## config.mk

```make
export PLATFORM = sky130hd
export DESIGN_NAME = dbg_pc_trace_flat
export DESIGN_NICKNAME = d
export VERILOG_FILES = /design/src/rtl/dbg_pc_trace_pkg.sv /design/src/rtl/dbg_pc_trace_if.sv /design/src/rtl/dbg_pc_trace_ram.sv /design/src/rtl/dbg_pc_trace.sv /design/src/flat_wrapper.sv
export SDC_FILE = /design/constraint.sdc
export NUM_CORES = 1
export LEC_CHECK = 0
export CAP_MARGIN = 20
export CELL_PAD_IN_SITES_DETAIL_PLACEMENT = 0
export CELL_PAD_IN_SITES_GLOBAL_PLACEMENT = 2
export CORE_MARGIN = 1.5
export CORE_UTILIZATION = 35
export CTS_CLUSTER_DIAMETER = 120
export DETAILED_ROUTE_END_ITERATION = 8
export PLACE_DENSITY_LB_ADDON = 0.1
export SYNTH_ARGS = -nofsm -noshare
export SYNTH_HDL_FRONTEND = slang
export SYNTH_SLANG_ARGS = --single-unit
```

## constraint.sdc

```tcl
create_clock -name clk -period 3.7 [get_ports clk]
set_input_delay 0.74 -clock clk [delete_from_list [all_inputs] [get_ports clk]]
set_output_delay 0.74 -clock clk [all_outputs]
set_load 0.01 [all_outputs]
```

## src/rtl/dbg_pc_trace_pkg.sv

```systemverilog
// Shared types for the PC trace monitor: FSM state encoding and depth helper.
package dbg_pc_trace_pkg;

  typedef enum logic [1:0] {
    ST_IDLE   = 2'd0,
    ST_ARMED  = 2'd1,
    ST_POST   = 2'd2,
    ST_FROZEN = 2'd3
  } trace_state_t;

  function automatic int depth_of(input int depth_log2);
    return 1 << depth_log2;
  endfunction

endpackage

```

## src/rtl/dbg_pc_trace_if.sv

```systemverilog
// Debug-tree side bundle of the PC trace monitor: strobes, trigger setup and readout.
interface dbg_pc_trace_if #(
  parameter int PC_WIDTH   = 18,
  parameter int DEPTH_LOG2 = 4,
  parameter int NUM_CMP    = 2
);
  logic                        clken;
  logic                        loadIR;
  logic                        loadVMA;
  logic [PC_WIDTH-1:0]         pcIN;
  logic [NUM_CMP*PC_WIDTH-1:0] cmpADDR;
  logic [NUM_CMP-1:0]          cmpEN;
  logic                        arm;
  logic                        clear;
  logic [DEPTH_LOG2-1:0]       rdIDX;
  logic [PC_WIDTH-1:0]         rdDATA;
  logic [DEPTH_LOG2:0]         count;
  logic [PC_WIDTH-1:0]         lastPC;
  logic [NUM_CMP-1:0]          trigHIT;
  logic                        frozen;
  logic                        pcSTALL;
  logic                        pcSTUCK;

  modport master (
    output clken, loadIR, loadVMA, pcIN, cmpADDR, cmpEN, arm, clear, rdIDX,
    input  rdDATA, count, lastPC, trigHIT, frozen, pcSTALL, pcSTUCK
  );

  modport slave (
    input  clken, loadIR, loadVMA, pcIN, cmpADDR, cmpEN, arm, clear, rdIDX,
    output rdDATA, count, lastPC, trigHIT, frozen, pcSTALL, pcSTUCK
  );
endinterface

```

## src/rtl/dbg_pc_trace_ram.sv

```systemverilog
// Trace storage: simple dual-port RAM, synchronous write, registered read (old data on collision).
module dbg_trace_ram #(
  parameter int AW = 4,
  parameter int DW = 18
) (
  input  logic          clk,
  input  logic          we,
  input  logic [AW-1:0] waddr,
  input  logic [DW-1:0] wdata,
  input  logic [AW-1:0] raddr,
  output logic [DW-1:0] rdata
);

  logic [DW-1:0] mem [2**AW];

  always_ff @(posedge clk) begin
    if (we) mem[waddr] <= wdata;
    rdata <= mem[raddr];
  end

endmodule

```

## src/rtl/dbg_pc_trace.sv

```systemverilog
// PC history buffer with address trigger/freeze plus IR/VMA watchdogs for stuck-CPU detection.
//   state  | meaning
//   IDLE   | recording, trigger disarmed
//   ARMED  | recording, comparators live
//   POST   | recording post-trigger entries
//   FROZEN | buffer held until re-armed or cleared
module dbg_pc_trace
  import dbg_pc_trace_pkg::*;
#(
  parameter int PC_WIDTH   = 18,
  parameter int DEPTH_LOG2 = 4,
  parameter int NUM_CMP    = 2,
  parameter int POST_TRIG  = 4,
  parameter int TIMEOUT    = 2**20,
  parameter int TMO_WIDTH  = 21
) (
  input logic           clk,
  input logic           rst,
  dbg_pc_trace_if.slave bus
);

  localparam int DEPTH = depth_of(DEPTH_LOG2);
  localparam logic [DEPTH_LOG2:0]   FULL = (DEPTH_LOG2+1)'(DEPTH);
  localparam logic [DEPTH_LOG2-1:0] POST_INIT = DEPTH_LOG2'(POST_TRIG);
  localparam logic [TMO_WIDTH-1:0]  TMO = TMO_WIDTH'(TIMEOUT);

  trace_state_t          state, state_nxt;
  logic [DEPTH_LOG2-1:0] post_cnt, post_nxt;
  logic [NUM_CMP-1:0]    hit_q, hit_nxt, match;
  logic [DEPTH_LOG2-1:0] wr_ptr, rd_addr;
  logic [DEPTH_LOG2:0]   count_q;
  logic                  we;
  logic                  rd_ok;
  logic [PC_WIDTH-1:0]   ram_q, last_pc;
  logic [TMO_WIDTH-1:0]  ir_cnt, vma_cnt;
  logic                  stall_q, stuck_q;

  for (genvar gi = 0; gi < NUM_CMP; gi++) begin : g_cmp
    assign match[gi] = bus.cmpEN[gi] &&
                       (bus.pcIN == bus.cmpADDR[gi*PC_WIDTH +: PC_WIDTH]);
  end

  always_comb begin
    state_nxt = state;
    post_nxt  = post_cnt;
    hit_nxt   = hit_q;
    we        = 1'b0;
    if (bus.clear) begin
      state_nxt = ST_IDLE;
      post_nxt  = '0;
      hit_nxt   = '0;
    end else if (bus.clken) begin
      we = bus.loadIR && (state != ST_FROZEN);
      unique case (state)
        ST_IDLE, ST_FROZEN: begin
          if (bus.arm) begin
            state_nxt = ST_ARMED;
            hit_nxt   = '0;
          end
        end
        ST_ARMED: begin
          if (bus.loadIR && (|match)) begin
            hit_nxt = hit_q | match;
            if (POST_TRIG == 0) begin
              state_nxt = ST_FROZEN;
            end else begin
              state_nxt = ST_POST;
              post_nxt  = POST_INIT;
            end
          end
        end
        ST_POST: begin
          if (bus.loadIR) begin
            post_nxt = post_cnt - DEPTH_LOG2'(1);
            if (post_cnt == DEPTH_LOG2'(1)) state_nxt = ST_FROZEN;
          end
        end
        default: state_nxt = ST_IDLE;
      endcase
    end
  end

  always_ff @(posedge clk) begin
    if (rst) begin
      state    <= ST_IDLE;
      post_cnt <= '0;
      hit_q    <= '0;
    end else begin
      state    <= state_nxt;
      post_cnt <= post_nxt;
      hit_q    <= hit_nxt;
    end
  end

  always_ff @(posedge clk) begin
    if (rst || bus.clear) begin
      wr_ptr  <= '0;
      count_q <= '0;
    end else if (we) begin
      wr_ptr  <= wr_ptr + DEPTH_LOG2'(1);
      if (count_q != FULL) count_q <= count_q + (DEPTH_LOG2+1)'(1);
    end
  end

  // Index 0 is the newest entry; pointer and count are pre-write, so a
  // concurrent capture is not visible until the following read.
  assign rd_addr = wr_ptr - DEPTH_LOG2'(1) - bus.rdIDX;

  always_ff @(posedge clk) begin
    if (rst) rd_ok <= 1'b0;
    else     rd_ok <= ({1'b0, bus.rdIDX} < count_q);
  end

  dbg_trace_ram #(.AW(DEPTH_LOG2), .DW(PC_WIDTH)) u_ram (
    .clk   (clk),
    .we    (we && !rst),
    .waddr (wr_ptr),
    .wdata (bus.pcIN),
    .raddr (rd_addr),
    .rdata (ram_q)
  );

  always_ff @(posedge clk) begin
    if (rst)                           last_pc <= '0;
    else if (bus.clken && bus.loadIR)  last_pc <= bus.pcIN;
  end

  always_ff @(posedge clk) begin
    if (rst) begin
      ir_cnt  <= '0;
      vma_cnt <= '0;
    end else if (bus.clken) begin
      if (bus.loadIR)       ir_cnt <= '0;
      else if (ir_cnt < TMO) ir_cnt <= ir_cnt + TMO_WIDTH'(1);
      if (bus.loadVMA)        vma_cnt <= '0;
      else if (vma_cnt < TMO) vma_cnt <= vma_cnt + TMO_WIDTH'(1);
    end
  end

  always_ff @(posedge clk) begin
    if (rst) begin
      stall_q <= 1'b0;
      stuck_q <= 1'b0;
    end else begin
      stall_q <= (ir_cnt >= TMO) && (vma_cnt < TMO);
      stuck_q <= (ir_cnt >= TMO) && (vma_cnt >= TMO);
    end
  end

  assign bus.rdDATA  = rd_ok ? ram_q : '0;
  assign bus.count   = count_q;
  assign bus.lastPC  = last_pc;
  assign bus.trigHIT = hit_q;
  assign bus.frozen  = (state == ST_FROZEN);
  assign bus.pcSTALL = stall_q;
  assign bus.pcSTUCK = stuck_q;

endmodule

```

## src/flat_wrapper.sv

```systemverilog
// flat-port wrapper written by rule: the top's interface ports become plain ports
module dbg_pc_trace_flat import dbg_pc_trace_pkg::*;
#(
  parameter int PC_WIDTH   = 18,
  parameter int DEPTH_LOG2 = 4,
  parameter int NUM_CMP    = 2,
  parameter int POST_TRIG  = 4,
  parameter int TIMEOUT    = 2**20,
  parameter int TMO_WIDTH  = 21
)
  (clk, rst, bus_clken, bus_loadIR, bus_loadVMA, bus_pcIN, bus_cmpADDR, bus_cmpEN, bus_arm, bus_clear, bus_rdIDX, bus_rdDATA, bus_count, bus_lastPC, bus_trigHIT, bus_frozen, bus_pcSTALL, bus_pcSTUCK);
  dbg_pc_trace_if #(.PC_WIDTH(PC_WIDTH), .DEPTH_LOG2(DEPTH_LOG2), .NUM_CMP(NUM_CMP)) bus_i ();
  input logic clk;
  input logic rst;
  input wire logic [$bits(bus_i.clken)-1:0] bus_clken;
  input wire logic [$bits(bus_i.loadIR)-1:0] bus_loadIR;
  input wire logic [$bits(bus_i.loadVMA)-1:0] bus_loadVMA;
  input wire logic [$bits(bus_i.pcIN)-1:0] bus_pcIN;
  input wire logic [$bits(bus_i.cmpADDR)-1:0] bus_cmpADDR;
  input wire logic [$bits(bus_i.cmpEN)-1:0] bus_cmpEN;
  input wire logic [$bits(bus_i.arm)-1:0] bus_arm;
  input wire logic [$bits(bus_i.clear)-1:0] bus_clear;
  input wire logic [$bits(bus_i.rdIDX)-1:0] bus_rdIDX;
  output wire logic [$bits(bus_i.rdDATA)-1:0] bus_rdDATA;
  output wire logic [$bits(bus_i.count)-1:0] bus_count;
  output wire logic [$bits(bus_i.lastPC)-1:0] bus_lastPC;
  output wire logic [$bits(bus_i.trigHIT)-1:0] bus_trigHIT;
  output wire logic [$bits(bus_i.frozen)-1:0] bus_frozen;
  output wire logic [$bits(bus_i.pcSTALL)-1:0] bus_pcSTALL;
  output wire logic [$bits(bus_i.pcSTUCK)-1:0] bus_pcSTUCK;
  assign bus_i.clken = bus_clken;
  assign bus_i.loadIR = bus_loadIR;
  assign bus_i.loadVMA = bus_loadVMA;
  assign bus_i.pcIN = bus_pcIN;
  assign bus_i.cmpADDR = bus_cmpADDR;
  assign bus_i.cmpEN = bus_cmpEN;
  assign bus_i.arm = bus_arm;
  assign bus_i.clear = bus_clear;
  assign bus_i.rdIDX = bus_rdIDX;
  assign bus_rdDATA = bus_i.rdDATA;
  assign bus_count = bus_i.count;
  assign bus_lastPC = bus_i.lastPC;
  assign bus_trigHIT = bus_i.trigHIT;
  assign bus_frozen = bus_i.frozen;
  assign bus_pcSTALL = bus_i.pcSTALL;
  assign bus_pcSTUCK = bus_i.pcSTUCK;
  dbg_pc_trace #(.PC_WIDTH(PC_WIDTH), .DEPTH_LOG2(DEPTH_LOG2), .NUM_CMP(NUM_CMP), .POST_TRIG(POST_TRIG), .TIMEOUT(TIMEOUT), .TMO_WIDTH(TMO_WIDTH)) u_core (.clk(clk), .rst(rst), .bus(bus_i));
endmodule
```

# [After elaboration in Yosys (flattened, before gate mapping)]
# Memory sizes are Yosys's and may differ from the RTL's. A register that Yosys moved wholly into a read port is not among the register bits.
# Cells that the tools add are included.
[totals] reg_bits=80 ram_bits=288 out_inout_bits=46 elab_cells=81 mem_count=1
[classes] add_sub_neg=7 magnitude_cmp=5 eq_ne=12 n_mux=20 bitwise=1 n_reduce_logical=24
[mem_list] name="u_core.u_ram.mem" words=16 width=18 rd=1 rd_clocked_by_memory_dff=1 wr=1 line_no="dbg_pc_trace_ram.sv:14" text="logic [DW-1:0] mem [2**AW];"
[ops] operator="21-bit two-way mux" n=4
[ops] operator="21-bit by 1-bit adder with 21-bit output, second input constant" n=2
[ops] operator="21-bit >= comparator, second input constant" n=2
[ops] operator="21-bit less-than comparator, second input constant" n=2
[ops] operator="18-bit equality test" n=2
[ops] operator="18-bit two-way mux" n=1
[ops] operator="2-bit two-way mux" n=6
[ops] operator="1-bit logical AND" n=8
[ops] operator="4-bit two-way mux" n=2
[ops] operator="4-bit one-hot mux with 2 select lines" n=1
[ops] operator="4-bit AND reduction" n=2
[ops] operator="2-bit nonzero test" n=4
[ops] operator="4-bit by 1-bit subtractor with 4-bit output, second input constant" n=2
[ops] operator="2-bit != test, second input constant" n=3
[ops] operator="2-bit one-hot mux with 3 select lines" n=1
[ops] operator="2-bit AND reduction" n=3
[ops] operator="2-bit OR reduction" n=3
[ops] operator="5-bit by 1-bit adder with 5-bit output, second input constant" n=1
[ops] operator="4-bit by 5-bit less-than comparator with 1-bit output" n=1
[ops] operator="5-bit != test, second input constant" n=1
[ops] operator="5-bit AND reduction" n=1
[ops] operator="4-bit by 1-bit adder with 4-bit output, second input constant" n=1
[ops] operator="2-bit equality test, second input constant" n=2
[ops] operator="4-bit by 1-bit equality test with 1-bit output, second input constant" n=1
[ops] operator="9 further kinds" n=13

# [Longest topological paths before layout]
[logic_depth] word_depth=7 depth_mapped=9 mapped_depth_nobuf=7

# [Cells and area by module]
# From an unflattened synthesis, not the netlist that was laid out.
[unflattened] hier_cells=985 hier_area_um2=15462.3
[modules_own_cells] module="dbg_trace_ram" instances=1 cells_each=482 area_each_um2=11322.1
[modules_own_cells] module="dbg_pc_trace" instances=1 cells_each=503 area_each_um2=4140.2

# [Worst setup path after synthesis]
# No wires, ideal clock.
[synth_path] path_kind="input to register" from="in bus_clken" to="mem u_core.u_ram.mem[3][0] (enable)" setup_ns=0.393 arrival_ns=2.482 t_required_ns=3.307 setup_slack_ns=0.825 stages=6 path_cell_list="buf_2 > nand2_1 > nor3_1 > clkbuf_1 > nand2_1 > nor2_1"
[synth_via] elab_chain_cells=5
[synth_lines] item="start: declaration" line_no="flat_wrapper.sv:15" text="input wire logic [$bits(bus_i.clken)-1:0] bus_clken;"
[synth_lines] item="1-bit two-way mux" line_no="dbg_pc_trace.sv:52" text="end else if (bus.clken) begin"
[synth_lines] item="1-bit two-way mux" line_no="dbg_pc_trace.sv:48" text="if (bus.clear) begin"
[synth_lines] item="1-bit logical AND" line_no="dbg_pc_trace.sv:116" text=".we (we && !rst),"
[synth_lines] item="1-bit two-way mux" line_no="dbg_pc_trace_ram.sv:17" text="if (we) mem[waddr] <= wdata;"
[synth_lines] item="1-bit two-way mux (implied by the code)" line_no="dbg_pc_trace_ram.sv:17"
[synth_lines] item="end: declaration" line_no="dbg_pc_trace_ram.sv:14"
# Every way passes these cells.

# [Final worst setup path]
[layout_path] from="in bus_rdIDX[0]" to="reg u_core.u_ram.rdata[13], read port of u_core.u_ram.mem"
[layout_via] elab_chain_cells=1
[layout_lines] item="start: declaration" line_no="flat_wrapper.sv:23" text="input wire logic [$bits(bus_i.rdIDX)-1:0] bus_rdIDX;"
[layout_lines] item="4-bit subtractor" line_no="dbg_pc_trace.sv:107" text="assign rd_addr = wr_ptr - DEPTH_LOG2'(1) - bus.rdIDX;"
[layout_lines] item="end: declaration" line_no="dbg_pc_trace_ram.sv:11" text="output logic [DW-1:0] rdata"
# Every way passes these cells.
# A chain may end at the register's enable or synchronous reset.

==> flow_summary_export.csv <==
group,metric,value,unit
clocking,clk_latency,0.56,ns
grt,grt_pass1_vias,9344,
placement,io_buffers,112,
detailed_routing,via_count,8883,
logic_synthesis,syn_inst,1013,
critical_path,cp-start-kind,"input pin",
flow_run,drv_cap,0,
logic_synthesis,syn_area,15700,um2
sta,setup_viol,0,
detailed_routing,drt_iter0_markers,560,
critical_path,cp.required,4.13,ns
clocking,cts_tree,"built",
floorplanning,ios,113,
grt,grtUsageTotal,0.181,
clocking,clkTransAtPathRegs,0.06,ns
clocking,cts_sinks,386,
critical_path,rrSetupSlack,0.96,ns
logic_synthesis,synth-seq-cells,386,
layout,post-route-cell-area,19500,um2
critical_path,timing.rr.end,"u_core.u_ram.rdata[13]",
sta,rsz0062_at_grt,"false",
worst_hold_path,whs_path_depth,2,
detailed_routing,firstDrtPassIters,5,
floorplanning,die-area,46000,um2
layout,drive_above_1_share,0.182,
floorplanning,core_area,44200,um2
critical_path,ff2ff_path_depth,7,
layout,layout.nets,1282,
sta,period_minus_slack,3.04,ns
layout,final_common_cell,"edfxtp_1",
sta,drv_slew,0,
floorplanning,start_util,0.354,
floorplanning,die_x,215,um
detailed_routing,via_per_inst,4.88,
grt,grt_max_degree,32,
detailed_routing,drc_errors,0,
logic_synthesis,synth_fp_nets,1102,
layout,final_core_util,0.441,
clocking,cts-resized-gates,0,
critical_path,path_max_fanout,20,
worst_hold_path,hold_path_startpoint,"u_core.bus.lastPC[7]",
clocking,cts_setup_buffers,0,
clocking,htree_levels,2,
sta,finClkSkew,0.0149,ns
power_and_ir_drop,irDropWorstVdd,286,uV
logic_synthesis,synth_area_per_cell,15.5,um2
critical_path,worstPathArrival,3.47,ns
critical_path,startpoint,"bus_rdIDX[0]",
floorplanning,core.rowCount,77,
clocking,root_buffer,"clkbuf_16",
clocking,cts_buffers,43,
logic_synthesis,synth.distinct_cells,48,
layout,area_delta_synth_final,24.4,%
layout,instances_no_fill,1819,
detailed_routing,post_drt_wl_per_cell,22.4,um
placement,place_area,18100,um2
sta,finalHoldViolations,0,
grt,antenna_found_initial,1,
power_and_ir_drop,leakagePower,6.35,nW
grt,grt_overflow,0,
placement,dp_hpwl,27100,um
detailed_routing,ant_nets,0,
placement,gp_congestion,0.720,
sta,tns,0,ns
sta,period_share,0.822,
sta,relSlewSlack,0.484,
critical_path,setup.worst_path.class,"in -> reg",
detailed_routing,drt-total-wl,40800,um
power_and_ir_drop,p_per_area,485,nW/um2
grt,grt_pass1_wl,61200,um
logic_synthesis,synth_edf_count,288,
critical_path,end_kind,"register",
critical_path,rr_startpoint,"u_core.wr_ptr[0]",
layout,antennaDiodeCount,0,
logic_synthesis,async_reset_ff_frac,0,
run_status,status,"complete, no violations",
layout,final_cell_mix,"edfxtp_1, clkdlybuf4s50_1, dfxtp_1",
clocking,holdBufCountCts,0,
placement,dpl.cell_count,1740,
worst_hold_path,worstHoldPathType,"reg -> reg",
logic_synthesis,synth_flop_cell,"edfxtp_1",
floorplanning,die_h,215,um
logic_synthesis,yosysWarningCount,0,
logic_synthesis,yosysSeqAreaShare,0.677,
sta,tightestPinTransition,0.773,ns
worst_hold_path,holdPathEnd,"u_core.bus.lastPC[7]",
clocking,max-clock-path-buffers,3,
sta,fmax,329,MHz
[where the power goes]
group / internal, mW / leakage, nW / switching [mW]
logic: 0.327 / 2.31 / 0.339
clock network: 2.37 / 0.653 / 1.69
registers: 4.69 / 3.39 / 0.0290
total: 7.38 / 6.35 / 2.06
[metal layers]
metal	track usage	part of all wire	up-vias
met2	0.300	0.48	193
li1	-	-	4184
met3	0.0319	0.043	45
met4	0.0462	0.016	0
met1	0.248	0.46	4461
met5	0	0	-
[state kept, by name, indices dropped and copies added, names as in the netlist, 2 cells and up]
| register | cells |
|---|---|
| u_core.bus.count | 5 |
| u_core.u_ram.rdata | 18 |
| u_core.wr_ptr | 4 |
| u_core.state | 2 |
| u_core.u_ram.mem | 288 |
| u_core.bus.trigHIT | 2 |
| u_core.post_cnt | 4 |
| u_core.bus.lastPC | 18 |
| u_core.ir_cnt | 21 |
| u_core.vma_cnt | 21 |
[kinds of logic (layout without fill, tap and decap cells)]
family | after synthesis | after routing | share of synthesized area
xor gates and xnor gates | 79 | 79 | 0.0442
muxes | 94 | 94 | 0.118
adders and majority gates | 22 | 22 | 0.0181
DFF | 386 | 386 | 0.677
buffers and inverters | 66 | 280 | 0.0177
AOI/OAI and AO/OA | 96 | 96 | 0.0383
and+or+nand+nor | 270 | 270 | 0.0868
[worst max-delay path, stage by stage]
cell and delay [ns]:
clkdlybuf4s50_1 0.48, inv_1 0.08, ha_4 0.17, fa_4 0.85
buf_12 0.20, mux4_2 0.30, nor2b_1 0.14, a211oi_1 0.42
a21oi_1 0.07
[synth_stat cells, drive strengths merged (3+ instances only)]
| cell type | count | area [um2] |
|---|---|---|
| xnor2 | 52 | 455 |
| nand3b | 3 | 22.5 |
| nand4 | 20 | 125 |
| and4 | 4 | 35.0 |
| dfxtp | 98 | 1960 |
| nor3 | 13 | 97.6 |
| and2 | 23 | 144 |
| nand3 | 19 | 95.1 |
| nor2b | 23 | 144 |
| nor2 | 82 | 308 |
| and3 | 4 | 25.0 |
| xor2 | 27 | 236 |
| buf | 19 | 101 |
| nand2 | 65 | 246 |
| edfxtp | 288 | 8650 |
| o21ai | 10 | 50.1 |
| inv | 25 | 93.8 |
| a21oi | 48 | 240 |
| clkbuf | 22 | 82.6 |
| a211oi | 22 | 170 |
| or3 | 5 | 31.3 |
| mux2i | 22 | 220 |
| a21o | 4 | 30.0 |
| mux4 | 72 | 1620 |
| ha | 21 | 263 |
| nor4 | 4 | 50.1 |
[area by class of cell]
cell class	instances	area [um2]
clock buffer	56	1170
clock inverter	23	181
fill	3974	24700
inverter	25	93.8
multi-input combinational	561	4840
sequential	386	10600
tap	592	741
timing repair buffer	176	1850
[metrics by stage]
| stage | hold slack, ns | setup slack (ns) | total power, mW |
|---|---|---|---|
| finish | 0.459 | 0.659 | 9.44 |
| global route | 0.476 | 0.629 | 9.78 |
| CTS | 0.462 | 0.689 | 9.56 |
| detailed placement | 0.454 | 0.121 | 5.49 |
| global placement | 0.443 | 0.0911 | 5.49 |
| floorplan | 0.458 | 0.825 | 5.13 |
[worst max path at each step]
stage	end	slack (ns)	cells after the start
floorplan	u_core.u_ram.mem[3][0]	0.83	6
global placement	u_core.u_ram.rdata[13]	0.09	9
detailed placement	u_core.u_ram.rdata[13]	0.12	9
CTS	bus_rdDATA[6]	0.69	2
global route	u_core.u_ram.rdata[13]	0.63	9
finish	u_core.u_ram.rdata[13]	0.66	9
No activity file was read; power rests on OpenSTA's default activity.
==> patch: new RTL, same flow settings <==
Make the reset (`rst`) asynchronous in 5 clocked blocks.
--- a/src/rtl/dbg_pc_trace.sv
+++ b/src/rtl/dbg_pc_trace.sv
@@ -80,7 +80,7 @@
     end
   end
 
-  always_ff @(posedge clk) begin
+  always_ff @(posedge clk or posedge rst) begin
     if (rst) begin
       state    <= ST_IDLE;
       post_cnt <= '0;
@@ -106,7 +106,7 @@
   // concurrent capture is not visible until the following read.
   assign rd_addr = wr_ptr - DEPTH_LOG2'(1) - bus.rdIDX;
 
-  always_ff @(posedge clk) begin
+  always_ff @(posedge clk or posedge rst) begin
     if (rst) rd_ok <= 1'b0;
     else     rd_ok <= ({1'b0, bus.rdIDX} < count_q);
   end
@@ -120,12 +120,12 @@
     .rdata (ram_q)
   );
 
-  always_ff @(posedge clk) begin
+  always_ff @(posedge clk or posedge rst) begin
     if (rst)                           last_pc <= '0;
     else if (bus.clken && bus.loadIR)  last_pc <= bus.pcIN;
   end
 
-  always_ff @(posedge clk) begin
+  always_ff @(posedge clk or posedge rst) begin
     if (rst) begin
       ir_cnt  <= '0;
       vma_cnt <= '0;
@@ -137,7 +137,7 @@
     end
   end
 
-  always_ff @(posedge clk) begin
+  always_ff @(posedge clk or posedge rst) begin
     if (rst) begin
       stall_q <= 1'b0;
       stuck_q <= 1'b0;
Check against the original RTL: differs if rst is asserted again (counterexample within 4 cycles, from zero or initial values and one cycle with rst high); with rst held inactive, the same outputs for 4 cycles.
==> patch against the unedited design <==
Worst hold slack improved by 0.017 ns; die area increased by 1.4%; clock skew increased by 0.0037 ns; count of clock-buffer cells in the layout increased by 5; cell count decreased by 0.16%; area after synthesis increased by 1.4%; sequential cell count unchanged; sequential power increased by 2%; routed wire length increased by 4.0%; register-to-register slack got worse by 0.10 ns; total power increased by 4.0%; final area increased by 0.39%; first-iteration DRC count increased by 3.9%; worst setup slack got worse by 0.078 ns; largest cell class unchanged; highest routed layer unchanged.
==> patch: results <==
metrics = {
    "routing": {
        "vias": 9055,
        "drt-pass1-iter-count": 4,
        "drtIter0Drc": 582,
        "vias_per_cell": 4.99,
        "postRouteWirelength_mm": 42.4,
    },
    "synthesis": {
        "yosys.cell_types.count": 50,
        "synthArstFlopShare": 0.184,
        "yosysSeqAreaShare": 0.690,
        "synth_nets": 1095,
        "synthTopCellsByArea": "edfxtp_1 54%, dfrtp_1 11%, mux4_2 10%, dfxtp_1 3.4%, xor2_1 3.2%",
        "yosys-top-cells-count": "288 x edfxtp_1, 83 x nand2_1, 72 x mux4_2, 71 x dfrtp_1, 71 x nor2_1",
    },
    "pwr": {
        "ir_worst_vdd_v": 0.000257,
        "power_leakage_nw": 6.93,
        "swShare": 0.234,
    },
    "placed_design": {
        "gp_congestion": 0.776,
        "dpl_cell_area_mm2": 0.0182,
        "dp_cells": 1736,
    },
    "cells_and_area": {
        "drive_gt1_frac": 0.184,
        "nets": 1277,
    },
    "global_route": {
        "grt_pass1_vias": 9613,
        "gr-usage-all-layers": 0.188,
        "grt_first_pass_wirelength_mm": 63.6,
        "grt_max_degree": 69,
    },
    "status": {
        "outcome": "finished, final reports clean",
    },
    "critical_path": {
        "arrival_ns": 3.54,
    },
}
==> patch: cell count changes after synthesis, sizes merged, moves of 11 or more <==
cell	before	now
dfxtp	98	27
dfrtp	0	71
xor2	27	58
nor2	82	71
nand2	65	83
xnor2	52	12
==> patch: area by class of cell <==
| class | instances | area [um2] |
|---|---|---|
| clock inverter | 19 | 109 |
| multi-input combinational | 559 | 4750 |
| fill | 4045 | 25000 |
| timing repair buffer | 173 | 1650 |
| inverter | 26 | 101 |
| sequential | 386 | 11000 |
| tap | 592 | 741 |
| clock buffer | 61 | 1240 |
==> patch: cells by family after synthesis <==
family                     count (synthesis)  share of synthesized area
DFF                                      386                      0.690
buffers and inverters                     62                     0.0156
AOI/OAI and AO/OA                         97                     0.0376
xor gates and xnor gates                  70                     0.0386
muxes                                     96                      0.118
and+or+nand+nor                          275                     0.0833
adders and majority gates                 21                     0.0170
==> patch: tightest hold or removal path, delay by kind of cell (launching register included) <==
| family | cells | cell delay (ns) |
|---|---|---|
| flip-flops | 1 | 0.34 |
| AND/OR/NAND/NOR | 2 | 0.10 |
==> patch: how the worst min path moves through the flow <==
stage / slack (ns) / end / start / cells past startpoint
after global routing: 0.49 / u_core.bus.lastPC[1] / u_core.bus.lastPC[1] / 2
after detailed placement: 0.47 / u_core.bus.lastPC[8] / u_core.bus.lastPC[8] / 2
after floorplan: 0.50 / u_core.ir_cnt[15] / u_core.ir_cnt[15] / 2
after CTS: 0.48 / u_core.bus.lastPC[1] / u_core.bus.lastPC[1] / 2
final: 0.48 / u_core.bus.lastPC[1] / u_core.bus.lastPC[1] / 2
after global placement: 0.46 / u_core.bus.lastPC[7] / u_core.bus.lastPC[7] / 2
==> patch: per-stage QoR <==
step	setup slack (ns)	hold WS, ns
finish	0.581	0.476
global route	0.531	0.494
CTS	0.596	0.482
detailed placement	-0.0159	0.467
global placement	-0.0651	0.462
floorplan	0.671	0.497
==> patch: layer usage <==
layer  track usage  vias to the layer above  wire (um)
li1              -                     4166          -
met1         0.272                     4633      20300
met2         0.291                      207      19300
met3        0.0361                       49       2120
met4        0.0486                        0        669
met5             0                        -          0
==> patch: power by group through the flow <==
stage,Sequential [mW],Combinational [mW],Clock (mW)
2_1_floorplan,4.89,0.483,0
3_3_place_gp,4.91,0.928,0
3_5_place_dp,4.90,0.929,0
4_1_cts,4.82,0.933,4.18
5_1_grt,4.83,1.01,4.35
6_report,4.81,0.915,4.08
